[config.mk]
export PLATFORM = sky130hd
export DESIGN_NAME = instr_encoder_loader_flat
export DESIGN_NICKNAME = d
export VERILOG_FILES = /design/src/rtl/instr_encoder_loader_if.sv /design/src/rtl/instr_encoder_loader.sv /design/src/flat_wrapper.sv
export SDC_FILE = /design/constraint.sdc
export NUM_CORES = 1
export LEC_CHECK = 0
export ABC_AREA = 0
export CAP_MARGIN = 5
export CORE_MARGIN = 1
export CORE_UTILIZATION = 25
export CTS_BUF_LIST = sky130_fd_sc_hd__clkbuf_2
export CTS_CLUSTER_DIAMETER = 50
export DETAILED_ROUTE_END_ITERATION = 8
export GPL_ROUTABILITY_DRIVEN = 0
export HOLD_SLACK_MARGIN = 0.12
export PLACE_DENSITY = 0.51
export SETUP_SLACK_MARGIN = 0.2
export SLEW_MARGIN = 20
export SYNTH_ARGS = -nofsm -noshare
export SYNTH_HDL_FRONTEND = slang
export SYNTH_SLANG_ARGS = --single-unit
[constraint.sdc]
create_clock -name clk -period 2.76 [get_ports clk]
set_clock_uncertainty 0.2 [all_clocks]
set_input_delay 0.552 -clock clk [delete_from_list [all_inputs] [get_ports clk]]
set_output_delay 0.552 -clock clk [all_outputs]
set_load 0.05 [all_outputs]
[src/rtl/instr_encoder_loader_if.sv]
// instr_encoder_loader_if: field-beat stream plus instruction-memory write port
//   in_valid/in_ready handshake with symbolic fields in_cls, in_rd, in_rs1, in_rs2,
//   in_funct3, in_alt, in_imm; registered write port imem_we, imem_addr, imem_wdata.
//   master = beat source / memory side, slave = encoder.
interface instr_encoder_loader_if #(parameter int ADDR_W = 8);
    logic              in_valid;
    logic              in_ready;
    logic [1:0]        in_cls;
    logic [4:0]        in_rd;
    logic [4:0]        in_rs1;
    logic [4:0]        in_rs2;
    logic [2:0]        in_funct3;
    logic              in_alt;
    logic [12:0]       in_imm;
    logic              imem_we;
    logic [ADDR_W-1:0] imem_addr;
    logic [31:0]       imem_wdata;
    modport master (
        output in_valid, in_cls, in_rd, in_rs1, in_rs2, in_funct3, in_alt, in_imm,
        input  in_ready, imem_we, imem_addr, imem_wdata
    );
    modport slave (
        input  in_valid, in_cls, in_rd, in_rs1, in_rs2, in_funct3, in_alt, in_imm,
        output in_ready, imem_we, imem_addr, imem_wdata
    );
endinterface

[src/rtl/instr_encoder_loader.sv]
// instr_encoder_loader: encodes symbolic RV32I fields (R/LOAD/STORE/BRANCH) and writes them to imem
//   clk, rst_n      clock, asynchronous active-low reset
//   start, finish   pulses: restart program load / end program
//   bus             field stream in, registered imem write port out
//   count           words written since start
//   done            high while in DONE
//   err             sticky: BRANCH beat with odd immediate
module instr_encoder_loader #(
    parameter int ADDR_W = 8,
    parameter int DEPTH  = 256
) (
    input  logic                 clk,
    input  logic                 rst_n,
    input  logic                 start,
    input  logic                 finish,
    instr_encoder_loader_if.slave bus,
    output logic [ADDR_W:0]      count,
    output logic                 done,
    output logic                 err
);
    typedef enum logic [1:0] {IDLE, LOAD, DONE} state_t;
    localparam logic [ADDR_W:0] DEPTH_C = (ADDR_W+1)'(DEPTH);
    state_t            state_q, state_d;
    logic [ADDR_W:0]   count_q, count_d;
    logic              we_q, we_d, err_q, err_d, acc;
    logic [ADDR_W-1:0] addr_q, addr_d;
    logic [31:0]       wdata_q, wdata_d, enc;
    assign bus.in_ready   = state_q == LOAD && count_q < DEPTH_C;
    assign bus.imem_we    = we_q;
    assign bus.imem_addr  = addr_q;
    assign bus.imem_wdata = wdata_q;
    assign count = count_q;
    assign done  = state_q == DONE;
    assign err   = err_q;
    always_comb begin
        // start on the accept edge drops the beat
        acc = bus.in_valid && bus.in_ready && !start;
        enc = bus.in_cls == 2'b00 ? {bus.in_alt ? 7'b0100000 : 7'b0, bus.in_rs2, bus.in_rs1, bus.in_funct3, bus.in_rd, 7'b0110011} :
              bus.in_cls == 2'b01 ? {bus.in_imm[11:0], bus.in_rs1, bus.in_funct3, bus.in_rd, 7'b0000011} :
              bus.in_cls == 2'b10 ? {bus.in_imm[11:5], bus.in_rs2, bus.in_rs1, bus.in_funct3, bus.in_imm[4:0], 7'b0100011} :
                                    {bus.in_imm[12], bus.in_imm[10:5], bus.in_rs2, bus.in_rs1, bus.in_funct3, bus.in_imm[4:1], bus.in_imm[11], 7'b1100011};
        we_d    = acc;
        addr_d  = acc ? count_q[ADDR_W-1:0] : addr_q;
        wdata_d = acc ? enc : wdata_q;
        count_d = start ? '0 : count_q + (ADDR_W+1)'(acc);
        err_d   = !start && (err_q || (acc && bus.in_cls == 2'b11 && bus.in_imm[0]));
        state_d = start ? LOAD : (state_q == LOAD && (finish || count_d == DEPTH_C)) ? DONE : state_q;
    end
    always_ff @(posedge clk or negedge rst_n) begin
        if (!rst_n) begin
            state_q <= IDLE;
            count_q <= '0;
            we_q    <= 1'b0;
            err_q   <= 1'b0;
            addr_q  <= '0;
            wdata_q <= '0;
        end else begin
            state_q <= state_d;
            count_q <= count_d;
            we_q    <= we_d;
            err_q   <= err_d;
            addr_q  <= addr_d;
            wdata_q <= wdata_d;
        end
    end
endmodule

[src/flat_wrapper.sv]
// flat-port wrapper written by rule: the top's interface ports become plain ports
module instr_encoder_loader_flat 
#(
    parameter int ADDR_W = 8,
    parameter int DEPTH  = 256
)
  (clk, rst_n, start, finish, count, done, err, bus_in_valid, bus_in_cls, bus_in_rd, bus_in_rs1, bus_in_rs2, bus_in_funct3, bus_in_alt, bus_in_imm, bus_in_ready, bus_imem_we, bus_imem_addr, bus_imem_wdata);
  instr_encoder_loader_if #(.ADDR_W(ADDR_W)) bus_i ();
  input  logic clk;
  input  logic rst_n;
  input  logic start;
  input  logic finish;
  output logic [ADDR_W:0] count;
  output logic done;
  output logic err;
  input wire logic [$bits(bus_i.in_valid)-1:0] bus_in_valid;
  input wire logic [$bits(bus_i.in_cls)-1:0] bus_in_cls;
  input wire logic [$bits(bus_i.in_rd)-1:0] bus_in_rd;
  input wire logic [$bits(bus_i.in_rs1)-1:0] bus_in_rs1;
  input wire logic [$bits(bus_i.in_rs2)-1:0] bus_in_rs2;
  input wire logic [$bits(bus_i.in_funct3)-1:0] bus_in_funct3;
  input wire logic [$bits(bus_i.in_alt)-1:0] bus_in_alt;
  input wire logic [$bits(bus_i.in_imm)-1:0] bus_in_imm;
  output wire logic [$bits(bus_i.in_ready)-1:0] bus_in_ready;
  output wire logic [$bits(bus_i.imem_we)-1:0] bus_imem_we;
  output wire logic [$bits(bus_i.imem_addr)-1:0] bus_imem_addr;
  output wire logic [$bits(bus_i.imem_wdata)-1:0] bus_imem_wdata;
  assign bus_i.in_valid = bus_in_valid;
  assign bus_i.in_cls = bus_in_cls;
  assign bus_i.in_rd = bus_in_rd;
  assign bus_i.in_rs1 = bus_in_rs1;
  assign bus_i.in_rs2 = bus_in_rs2;
  assign bus_i.in_funct3 = bus_in_funct3;
  assign bus_i.in_alt = bus_in_alt;
  assign bus_i.in_imm = bus_in_imm;
  assign bus_in_ready = bus_i.in_ready;
  assign bus_imem_we = bus_i.imem_we;
  assign bus_imem_addr = bus_i.imem_addr;
  assign bus_imem_wdata = bus_i.imem_wdata;
  instr_encoder_loader #(.ADDR_W(ADDR_W), .DEPTH(DEPTH)) u_core (.clk(clk), .rst_n(rst_n), .start(start), .finish(finish), .bus(bus_i), .count(count), .done(done), .err(err));
endmodule
==> impl_metrics.yaml <==
synthesis:
  async_flop_share_pct: 100
  synth_edf_count: 0
  avgSynthCellArea_um2: 9.76
  synthCells: 231
  ys_top_cells_by_area: "dfrtp_1, nand2_1, mux2i_1, o21ai_0, nand3_1"
  ys_seq_elements: 50
  synth_top_area_share_pct: 55.5
  yosysSeqAreaShare_pct: 55.5
  ys_warn_count: 0
  yosysTopAreaCell: "dfrtp_1"
  synth_ff_type: "dfrtp_1"
  ys_types: 38
  netlist_area_um2: 2250
global_route:
  grt.overflow.total: 0
  antenna_found_initial: 0
  grt_pass1_wl_um: 9520
  grt_start_max_net_pins: 52
  gr-usage-all-layers_pct: 12.5
  first_global_vias: 1937
job:
  maxCapViolCount: 0
critical_path:
  crit_required_ps: 2010
  rr_worst_depth: 9
  cpPeakStageDelay_ps: 820
  cp-end-kind: "primary output"
  critPathLaunchType: "register"
  path_depth: 1
  path_class: "reg -> out"
  crit_family: "buffers and inverters"
  crit_chain: "clkdlybuf4s50_1"
  crit_fanout: 2
  slowest_stage: "clkdlybuf4s50_1"
  cp.arrival_ps: 1650
  crit_buf_inv: 1
drt:
  dr.pass1.iters: 4
  post-route-drc-count: 0
  wirelength_um: 5610
  avgViaCountPerCell: 4.33
  vias: 1871
  antenna_left: 0
  wl_per_cell_um: 13.0
  drt_iter0_drc: 29
die:
  rows: 34
  die_h_um: 96.9
  die_w_um: 96.9
  die-area_um2: 9400
  start_util_pct: 25.8
  io_pins: 92
  core_um2: 8720
clock_network:
  cts_setup_buffers: 0
  clockBufferDepth: 2
  cts_root_buf: "clkbuf_2"
  cts.sinks: 50
  clk_pin_slew_ps: 250
  clk_latency_ps: 410
  cts_buffers: 5
  htree_levels: 2
  cts_tree: "built"
pwr:
  p_comb_share_pct: 37.5
  p_per_area_nw_per_um2: 600
  clock_power_share_pct: 19.1
  switching_share_pct: 38.4
  vdd_drop_max_mv: 0.226
  p_sw_uw: 777
  p_int_uw: 1250
  p_seq_share_pct: 43.3
  leakagePower_uw: 0.00164
timing:
  period_needed_ps: 2410
  grt_setup_unrepaired: "false"
  relSlewSlack_pct: 40.5
  max_freq_mhz: 416
  tightest_slew_ps: 892
  hold_violations: 0
  drv_slew: 0
  setup_tns_ps: 0
  finalSetupViolations: 0
  period_share_pct: 87.2
  hold-worst-slack_ps: 301
final_layout:
  areaGrowthSynthToFinish_pct: 49.5
  final_layout_size_suffix_gt1_share_pct: 10.2
  diodes: 0
  layout.nets: 364
placement:
  dp_hpwl_um: 4080
  port_buffers: 89
hold_path:
  hold_depth: 2
  min-delay-path-class: "reg -> reg"
status:
  status: "finished, final reports clean"
-- Yosys cell counts, types with 2 or more instances --
library cell / n
nand2_1: 79
nor3_1: 2
mux2_4: 2
buf_2: 3
nand3_1: 9
mux2i_1: 11
a21oi_1: 4
nor2_1: 9
o21ai_0: 17
nand4_1: 3
nor2b_1: 6
ha_1: 2
dfrtp_1: 50
xor2_1: 3
clkbuf_1: 4
buf_4: 4
a41oi_1: 2
-- layer usage --
layer	vias up	global-route usage (%)	routed length (µm)
met1	867	16.9	2690
met4	0	3.79	78
met3	9	3.25	287
met2	57	19.7	2550
li1	938	-	-
met5	-	0	0
-- cell families (layout without fill, tap and decap cells) --
family	Yosys count	after routing	synth area share, %
AND/OR/NAND/NOR	117	117	23.4
buffers and inverters	16	108	4.33
XOR/XNOR	4	4	1.55
AO/OA/AOI/OAI	27	27	7.22
flip-flops	50	50	55.5
other	1	2	0.166
multiplexers	14	14	6.72
adder cells (fa/ha/maj)	2	2	1.11
-- cell usage in the layout (no fill, tap or decap), types with 2 or more instances in the layout --
| cell | instances |
|---|---|
| nand2_1 | 79 |
| conb_1 | 2 |
| nand4_1 | 3 |
| nor2_1 | 9 |
| dlymetal6s2s_1 | 4 |
| a21oi_1 | 4 |
| dfrtp_1 | 49 |
| mux2i_1 | 11 |
| o21ai_0 | 17 |
| xor2_1 | 3 |
| clkdlybuf4s50_1 | 77 |
| buf_4 | 9 |
| ha_4 | 2 |
| nand3_1 | 8 |
| mux2_4 | 2 |
| nor2b_1 | 6 |
| dlygate4sd2_1 | 6 |
| clkbuf_2 | 6 |
| a41oi_1 | 2 |
| nor3_1 | 2 |
-- final timing paths --
check / startpoint / slack [ps] / endpoint
max: u_core.err / 350 / err
min: u_core.bus.imem_wdata[28] / 300 / u_core.bus.imem_wdata[28]
max reg2reg: u_core.count[8] / 420 / u_core.state_q[0]
min reg2reg: u_core.bus.imem_wdata[28] / 300 / u_core.bus.imem_wdata[28]
max in group asynchronous: rst_n / 1130 / u_core.bus.imem_wdata[12]
min in group asynchronous: rst_n / 550 / u_core.bus.imem_wdata[21]
-- registers in the layout, indices dropped and copies added (netlist names) --
name and cells:
u_core.bus.imem_addr 8, u_core.bus.imem_wdata 29, u_core.bus.imem_we 1, u_core.count 9, u_core.err 1, u_core.state_q 2
-- stage by stage --
step | cells | setup slack (ps) | total power (µW) | instance area, µm² | utilization [%]
floorplan | 232 | -107 | 1360 | 2300 | -
detailed placement | 423 | 85.6 | 1660 | 3290 | 37.7
finish | 432 | 353 | 2020 | 3370 | 38.6
CTS | 432 | 206 | 2060 | 3360 | 38.5
global placement | 423 | 134 | 1650 | 3290 | 37.7
global route | 432 | 237 | 2130 | 3370 | 38.6
-- layout make-up --
class	count	area, µm²
clock buffer	6	30.0
fill	888	5350
clock inverter	2	37.5
timing repair buffer	98	956
tap	108	135
inverter	2	10.0
sequential	50	1250
multi-input combinational	166	947
-- power groups by stage --
stage | clock network [µW] | logic (µW) | registers (µW)
floorplan | 0 | 139 | 1220
global placement | 0 | 763 | 890
detailed placement | 0 | 768 | 891
CTS | 413 | 769 | 876
global route | 437 | 800 | 891
finish | 387 | 759 | 876
-- what timing repair did --
| action | 4_1_cts | 5_1_grt |
|---|---|---|
| endpoints found under the setup margin | 6 | 4 |
| hold endpoints to repair | 38 | 0 |
| hold buffers | 1 | 0 |
| gates resized for setup | 6 | 4 |
No activity file was read; power rests on OpenSTA's default activity.
